===== src/rtl/div_unit_pkg.sv =====
// Shared definitions for the multi-cycle signed divider.
//   DIV_WIDTH   : default operand/result width
//   div_state_e : controller state encoding (IDLE/RUN/FIX)
package div_unit_pkg;

  localparam int unsigned DIV_WIDTH = 32;

  typedef enum logic [1:0] {
    ST_IDLE = 2'd0,
    ST_RUN  = 2'd1,
    ST_FIX  = 2'd2
  } div_state_e;

endpackage : div_unit_pkg


===== src/rtl/div_unit_step.sv =====
// One combinational restoring-division iteration.
//   acc_in  [WIDTH:0]   partial remainder before the step
//   q_in    [WIDTH-1:0] partial quotient / remaining dividend bits
//   divisor [WIDTH-1:0] divisor magnitude
//   acc_out [WIDTH:0]   partial remainder after the step
//   q_out   [WIDTH-1:0] quotient shifted left with the new bit in q_out[0]
module div_step #(
  parameter int unsigned WIDTH = 32
) (
  input  logic [WIDTH:0]   acc_in,
  input  logic [WIDTH-1:0] q_in,
  input  logic [WIDTH-1:0] divisor,
  output logic [WIDTH:0]   acc_out,
  output logic [WIDTH-1:0] q_out
);

  logic [WIDTH:0] shifted;
  logic [WIDTH:0] dvsr;
  logic           ge;

  always_comb begin
    shifted = {acc_in[WIDTH-1:0], q_in[WIDTH-1]};
    dvsr    = {1'b0, divisor};
    // acc stays below the divisor, so its top bit is always clear; if it were
    // set, the shifted value would certainly exceed the divisor.
    ge      = acc_in[WIDTH] | (shifted >= dvsr);
    acc_out = shifted;
    q_out   = {q_in[WIDTH-2:0], 1'b0};
    if (ge) begin
      acc_out = shifted - dvsr;
      q_out   = {q_in[WIDTH-2:0], 1'b1};
    end
  end

endmodule : div_step


===== src/rtl/div_unit.sv =====
// Multi-cycle signed integer divider (MIPS DIV).
//   clk      : system clock, rising edge
//   reset    : asynchronous active-high reset
//   DivStart : one-cycle start pulse
//   DivA     : dividend (two's complement)
//   DivB     : divisor (two's complement)
//   DivHI    : remainder, registered, holds last result
//   DivLO    : quotient, registered, holds last result
//   DivBusy  : high while an operation is in progress
//   DivDone  : one-cycle pulse when DivHI/DivLO update
//   DivZero  : one-cycle pulse when a start sees DivB == 0
// Quotient truncates toward zero; remainder takes the dividend's sign.
// 0x80000000 / -1 wraps to LO=0x80000000, HI=0.
module div_unit
  import div_unit_pkg::*;
#(
  parameter int unsigned WIDTH = DIV_WIDTH
) (
  input  logic             clk,
  input  logic             reset,
  input  logic             DivStart,
  input  logic [WIDTH-1:0] DivA,
  input  logic [WIDTH-1:0] DivB,
  output logic [WIDTH-1:0] DivHI,
  output logic [WIDTH-1:0] DivLO,
  output logic             DivBusy,
  output logic             DivDone,
  output logic             DivZero
);

  localparam int unsigned CW = $clog2(WIDTH) + 1;

  div_state_e       state;
  logic [WIDTH:0]   acc;
  logic [WIDTH-1:0] q;
  logic [WIDTH-1:0] divisor;
  logic             sign_q;
  logic             sign_r;
  logic [CW-1:0]    count;

  logic [WIDTH-1:0] mag_a;
  logic [WIDTH-1:0] mag_b;
  logic [WIDTH:0]   acc_next;
  logic [WIDTH-1:0] q_next;

  // Plain WIDTH-bit negation: the most negative value maps to itself,
  // which is the correct unsigned magnitude.
  always_comb begin
    mag_a = DivA[WIDTH-1] ? (~DivA + 1'b1) : DivA;
    mag_b = DivB[WIDTH-1] ? (~DivB + 1'b1) : DivB;
  end

  div_step #(
    .WIDTH (WIDTH)
  ) u_step (
    .acc_in  (acc),
    .q_in    (q),
    .divisor (divisor),
    .acc_out (acc_next),
    .q_out   (q_next)
  );

  always_ff @(posedge clk or posedge reset) begin
    if (reset) begin
      state   <= ST_IDLE;
      acc     <= '0;
      q       <= '0;
      divisor <= '0;
      sign_q  <= 1'b0;
      sign_r  <= 1'b0;
      count   <= '0;
      DivHI   <= '0;
      DivLO   <= '0;
      DivBusy <= 1'b0;
      DivDone <= 1'b0;
      DivZero <= 1'b0;
    end else begin
      DivDone <= 1'b0;
      DivZero <= 1'b0;
      unique case (state)
        ST_IDLE: begin
          if (DivStart) begin
            if (DivB == '0) begin
              DivZero <= 1'b1;
            end else begin
              acc     <= '0;
              q       <= mag_a;
              divisor <= mag_b;
              sign_q  <= DivA[WIDTH-1] ^ DivB[WIDTH-1];
              sign_r  <= DivA[WIDTH-1];
              count   <= CW'(WIDTH);
              DivBusy <= 1'b1;
              state   <= ST_RUN;
            end
          end
        end
        ST_RUN: begin
          acc   <= acc_next;
          q     <= q_next;
          count <= count - CW'(1);
          if (count == CW'(1)) begin
            state <= ST_FIX;
          end
        end
        ST_FIX: begin
          DivLO   <= sign_q ? (~q + 1'b1) : q;
          DivHI   <= sign_r ? (~acc[WIDTH-1:0] + 1'b1) : acc[WIDTH-1:0];
          DivDone <= 1'b1;
          DivBusy <= 1'b0;
          state   <= ST_IDLE;
        end
        default: state <= ST_IDLE;
      endcase
    end
  end

endmodule : div_unit


===== config.mk =====
export PLATFORM = sky130hd
export DESIGN_NAME = div_unit
export DESIGN_NICKNAME = d
export VERILOG_FILES = /design/src/rtl/div_unit_pkg.sv /design/src/rtl/div_unit_step.sv /design/src/rtl/div_unit.sv
export SDC_FILE = /design/constraint.sdc
export NUM_CORES = 1
export LEC_CHECK = 0
export CORE_MARGIN = 2
export CORE_UTILIZATION = 40
export CTS_BUF_LIST = sky130_fd_sc_hd__clkbuf_8
export CTS_CLUSTER_DIAMETER = 30
export CTS_CLUSTER_SIZE = 40
export DETAILED_ROUTE_END_ITERATION = 16
export SLEW_MARGIN = 10
export SYNTH_ARGS = -nofsm -noshare
export SYNTH_HDL_FRONTEND = slang
export SYNTH_SLANG_ARGS = --single-unit
export TNS_END_PERCENT = 20

===== constraint.sdc =====
create_clock -name clk -period 6 [get_ports clk]
set_clock_uncertainty 0.1 [all_clocks]
set_input_delay 0.9 -clock clk [delete_from_list [all_inputs] [get_ports clk]]
set_output_delay 0.9 -clock clk [all_outputs]
set_load 0.005 [all_outputs]

# == Word level (Yosys, flattened, before mapping) ==
# Cells that the tools add are included.
# classes
eq_ne,6
add_sub_neg,6
mux,26
reduce_logical,8
magnitude_cmp,1
bitwise,7
# op_table
op,n
$mux W32,6
$add A32 B1 Y32 const B,4
$not A32 Y32,4
$mux W33,3
$pmux W33 S2,1
$pmux W32 S2,1
$ge A33 B32 Y1,1
$sub A33 B32 Y33,1
$logic_not A32 Y1,1
$mux W6,2
$pmux W6 S2,1
$reduce_and A3 Y1,4
$mux W1,7
$eq A6 B1 Y1 const B,1
$mux W2,3
$ne A2 B2 Y1 const B,3
$sub A6 B1 Y6 const B,1
$pmux W2 S2,1
$reduce_bool A2 Y1,2
$eq A2 B1 Y1 const B,1
$eq A2 B2 Y1 const B,1
$logic_not A2 Y1,1
$pmux W1 S2,1
$not A1 Y1,1
other kinds (2),2
# word_totals
ff_bits,174
wordCells,66
input_bits,67
output_inout_bits,67

# == Longest topological paths before layout ==
# depth
depth_word,6
ltp_mapped,14
depth_no_buf,13

# == By module ==
# From an unflattened synthesis, not the netlist that was laid out.
# unflattened
hier_cells,1345
hier_area_um2,11816.3
# by_module_without_submodules
module,instances,area_each_um2,cells_each,seq_area_each_um2
div_unit,1,9317.7,972,4354.2
div_step,1,2498.6,373,0.0

# == Worst setup path after synthesis ==
# OpenSTA, ideal clock, no wires.
# synth_path
kind,input to register
startpoint,input DivA[4]
endpoint,register q[29]
arrival_ps,3226
setup_time_ps,132
slack_ps,2542
t_required_ps,5768
n_path_buf,0
path_stages,9
path_cell_list,or4_1 > or3_1 > nor3_2 > nand3_1 > or2_1 > or3_1 > o31ai_1 > xor2_1 > o21ai_1
# synth_between
elab_chain_len,6
# synth_rtl
element,line_no,rtl
start: declaration,div_unit.sv:22,"input logic [WIDTH-1:0] DivA,"
$not A32 Y32,div_unit.sv:49,mag_a = DivA[WIDTH-1] ? (~DivA + 1'b1) : DivA;
$add A32 B1 Y32,div_unit.sv:49,
$mux W32,div_unit.sv:49,
$mux W32,div_unit.sv:83,if (DivB == '0) begin
$mux W32,div_unit.sv:82,if (DivStart) begin
$pmux W32 S2,div_unit.sv:80,unique case (state)
end signal: assignment,div_unit.sv:87,q <= mag_a;
end signal: assignment,div_unit.sv:99,q <= q_next;
end: declaration,div_unit.sv:35,logic [WIDTH-1:0] q;
# No other way between the ends. The select of a mux whose other input is x is not followed.
# A chain may end at the register's enable or synchronous reset.

# == Worst setup path in the final report ==
# layout_path
startpoint,input DivB[4]
endpoint,register q[28]
# layout_between
elab_chain_len,3
# layout_rtl
element,line_no,rtl
start: declaration,div_unit.sv:23,"input logic [WIDTH-1:0] DivB,"
$logic_not A32 Y1,div_unit.sv:83,
$ne A2 B2 Y1 (no source line),--,
$reduce_and A3 Y1 (no source line),--,
# No other way between the ends.

==> key figures <==
Run status
  • Status: finished clean

Routing
  • Drt wl/cell: 16.45 µm
  • Antenna Nets Post-Route: 0
  • DRT Pass-1 Iters: 5
  • WL final: 29420 µm
  • Via count: 9585
  • Iteration-0 DRC count of the detailed router: 730
  • Number of vias per cell: 5.361
  • DR DRC count: 0

Timing
  • Slew @ Worst Pin: approximately 1.1 ns
  • Final Worst Setup Slack: 1.712 ns
  • Fin. Hold Viols: 0
  • Slew Viols, Final: 0
  • RSZ-0062 raised after global routing: false
  • Setup Viol. Count Final: 0
  • Clock period minus worst slack: roughly 4.3 ns
  • Highest clock rate: 233.2 MHz
  • Final period util: 0.7146
  • Setup_tns: 0 ns
  • Slew HR: 0.2629

Global route
  • Antenna violations before repair: 0
  • All-layer global routing usage: 0.2050
  • Vias in the first global route: roughly 9000
  • First-pass GRT wire length: around 48000 µm
  • Largest net degree at the start of global routing: roughly 130
  • Overflow left after global routing: 0

Power and ir drop
  • Seq pwr share: 0.517
  • Total design power: 2.266 mW
  • Pleak: 5.377 nW
  • Clock power share: 0.417
  • Power Internal: 1.650 mW
  • Power per cell area: 170.2 mW/mm²
  • Peak supply drop: 0.1595 mV
  • Comb pwr share: 0.066
  • Switching power: between 0.6 and 0.7 mW
  • Sw Ratio: 0.2720

Clocking
  • CTS buffer count: 17
  • H-tree levels: 4
  • CTS-repair resized insts: 0
  • Clk buf depth: 2
  • Post-CTS Setup Inserts: 0
  • Clk sinks: 174
  • Clk slew on worst S/H paths: 0.10 ns
  • Skew-Pair Late Insertion Delay: 0.49 ns
  • Hold_buf cts: 0
  • TritonCTS clock tree: yes
  • Clock root cell: clkbuf_8

Synth
  • Post-synth cell types: 66
  • Post-synth design cell area: 0.01123 mm²
  • Register area share after synthesis: 0.3879
  • Syn Area/Cell: 8.543 µm²
  • Net Count, Synth: 1420
  • Synth warn: 0
  • Yosys reg bits: 174
  • Main synth FF type: dfrtp_1
  • Count leader, synth: nand2_1
  • Synth top area cells: dfrtp_1 (39%), xor2_1 (8.3%), nand2_1 (6.5%), o21ai_0 (6.4%), ha_1 (4.2%)
  • Area leader, netlist: dfrtp_1
  • EDFF count, synth: 0
  • Commonest cells in the netlist: nand2_1 (194), dfrtp_1 (174), o21ai_0 (143), xor2_1 (107), nor2_1 (74)
  • Synth async-reset ratio: 1.000
  • Post-Syn Instances: 1314
  • Top cell type's share of synthesized area: 0.3879

Critical path
  • Setup crit end kind: flop
  • Worst endpoint required time: 6.30 ns
  • Worst setup path class: input pin to flop
  • Crit path DAT: ~4.6 ns
  • Type of origin of the critical path: input pin
  • CP max FO: 42

Finish
  • Layout cells sized above 1: 0.04539
  • Fin cells: 1788
  • Final net count: 1503
  • Syn-to-layout area delta: 18.58%
  • # diodes: 0
  • Fill cells: between 2000 and 3000
  • Final non-filler cell area: ~0.013 mm²

Floorplanning
  • Die X: approximately 170 µm
  • Die Y: 171.5 µm
  • Core ar.: 0.02771 mm²
  • Full die area: 0.02942 mm²
  • Std-Cell Rows: 61
  • IO Count: 134
  • Initial Util: 0.4052

Placement
  • Port Buffer Count: 133
  • DP Cell Count: ~1800
  • Post-DP HPWL: 22270 µm
  • DP Worst Slack: 1.226 ns
  • Placement Cell Area: 0.01284 mm²
  • GPL Wtd Cong: slightly above 0.9

Min path
  • Worst hold path type: flop to flop

Run
  • Max Cap Violations: 0
[cell usage in the layout, fill, tap and decap left out, drive strengths merged, types with 10 or more instances in the layout]
cell	count
ha	38
or4	17
nor3	12
xor2	107
a21o	18
nor4	16
clkdlybuf4s50	133
a21oi	49
xnor2	41
inv	59
clkbuf	17
nand2b	14
nand4	16
nand3	21
nand2	194
mux2i	17
a221o	19
nor2b	11
o31ai	34
a22oi	10
nor2	75
dfrtp	174
or3	17
o21ai	199
o41ai	20
[logic make-up after synthesis]
family | after synthesis | share of synthesized area
buffers and inverters | 131 | 0.04536
muxes | 17 | 0.01516
AOI/OAI and AO/OA | 390 | 0.2148
adders and majority gates | 39 | 0.04414
and+or+nand+nor | 415 | 0.1772
DFF | 174 | 0.3879
xor gates and xnor gates | 148 | 0.1155
[worst paths after layout]
check                         start           to  slack [ns]  depth (start not counted)
max                         DivB[4]        q[28]        1.71                         12
min                        DivHI[2]     DivHI[2]        0.39                          2
max reg2reg                   q[31]      acc[20]        1.99                         13
min reg2reg                DivHI[2]     DivHI[2]        0.39                          2
max in group asynchronous     reset  divisor[22]        3.80                          3
min in group asynchronous     reset    DivHI[28]        0.83                          2
[area by class of cell]
class,instances,area (µm²),area share
Clock buffer,17,234.0,0.01758
Clock inverter,15,235.2,0.01767
Inverter,53,203.9,0.01532
Multi-Input combinational cell,1009,6387,0.4798
Sequential cell,174,4354,0.3271
Tap cell,378,473.0,0.03553
Timing Repair Buffer,142,1424,0.1070
[state kept, by name (all words and copies together), names as in the netlist]
name,count
sign_r,1
DivZero,1
DivDone,1
DivHI,32
state,2
DivLO,32
acc,33
q,32
sign_q,1
DivBusy,1
divisor,32
count,6
[routing by layer]
layer	vias to the layer above	GRT usage	routed length [µm]
li1	4826	-	-
met1	4478	0.3328	15340
met2	261	0.2860	12100
met3	20	0.02692	1699
met4	0	0.04090	274
met5	-	0	0
[worst max-delay path, stage by stage]
cell,delay [ns]
clkdlybuf4s50_1,0.44
nor3_1,0.30
nand3b_1,0.23
nor4_2,0.35
nand4_1,0.25
or4_1,0.58
o31a_1,0.28
buf_4,0.26
nor2_4,0.54
buf_12,0.26
a22oi_1,0.09
o21ai_1,0.09
[stage by stage]
step / utilization / hold WS, ns
3_3_place_gp: 0.4635 / 0.3635
4_1_cts: 0.4805 / 0.3935
5_1_grt: 0.4805 / 0.4078
2_1_floorplan: - / 0.3487
6_report: 0.4805 / 0.3879
3_5_place_dp: 0.4635 / 0.3704
[power groups by stage]
stage	logic, mW	clock network [mW]	registers, mW
after floorplan	0.0719	0	1.20
after global placement	0.152	0	1.19
after detailed placement	0.153	0	1.19
after CTS	0.154	0.967	1.17
after global routing	0.168	1.01	1.17
final	0.150	0.944	1.17
Power figures use the tool's default switching activity.
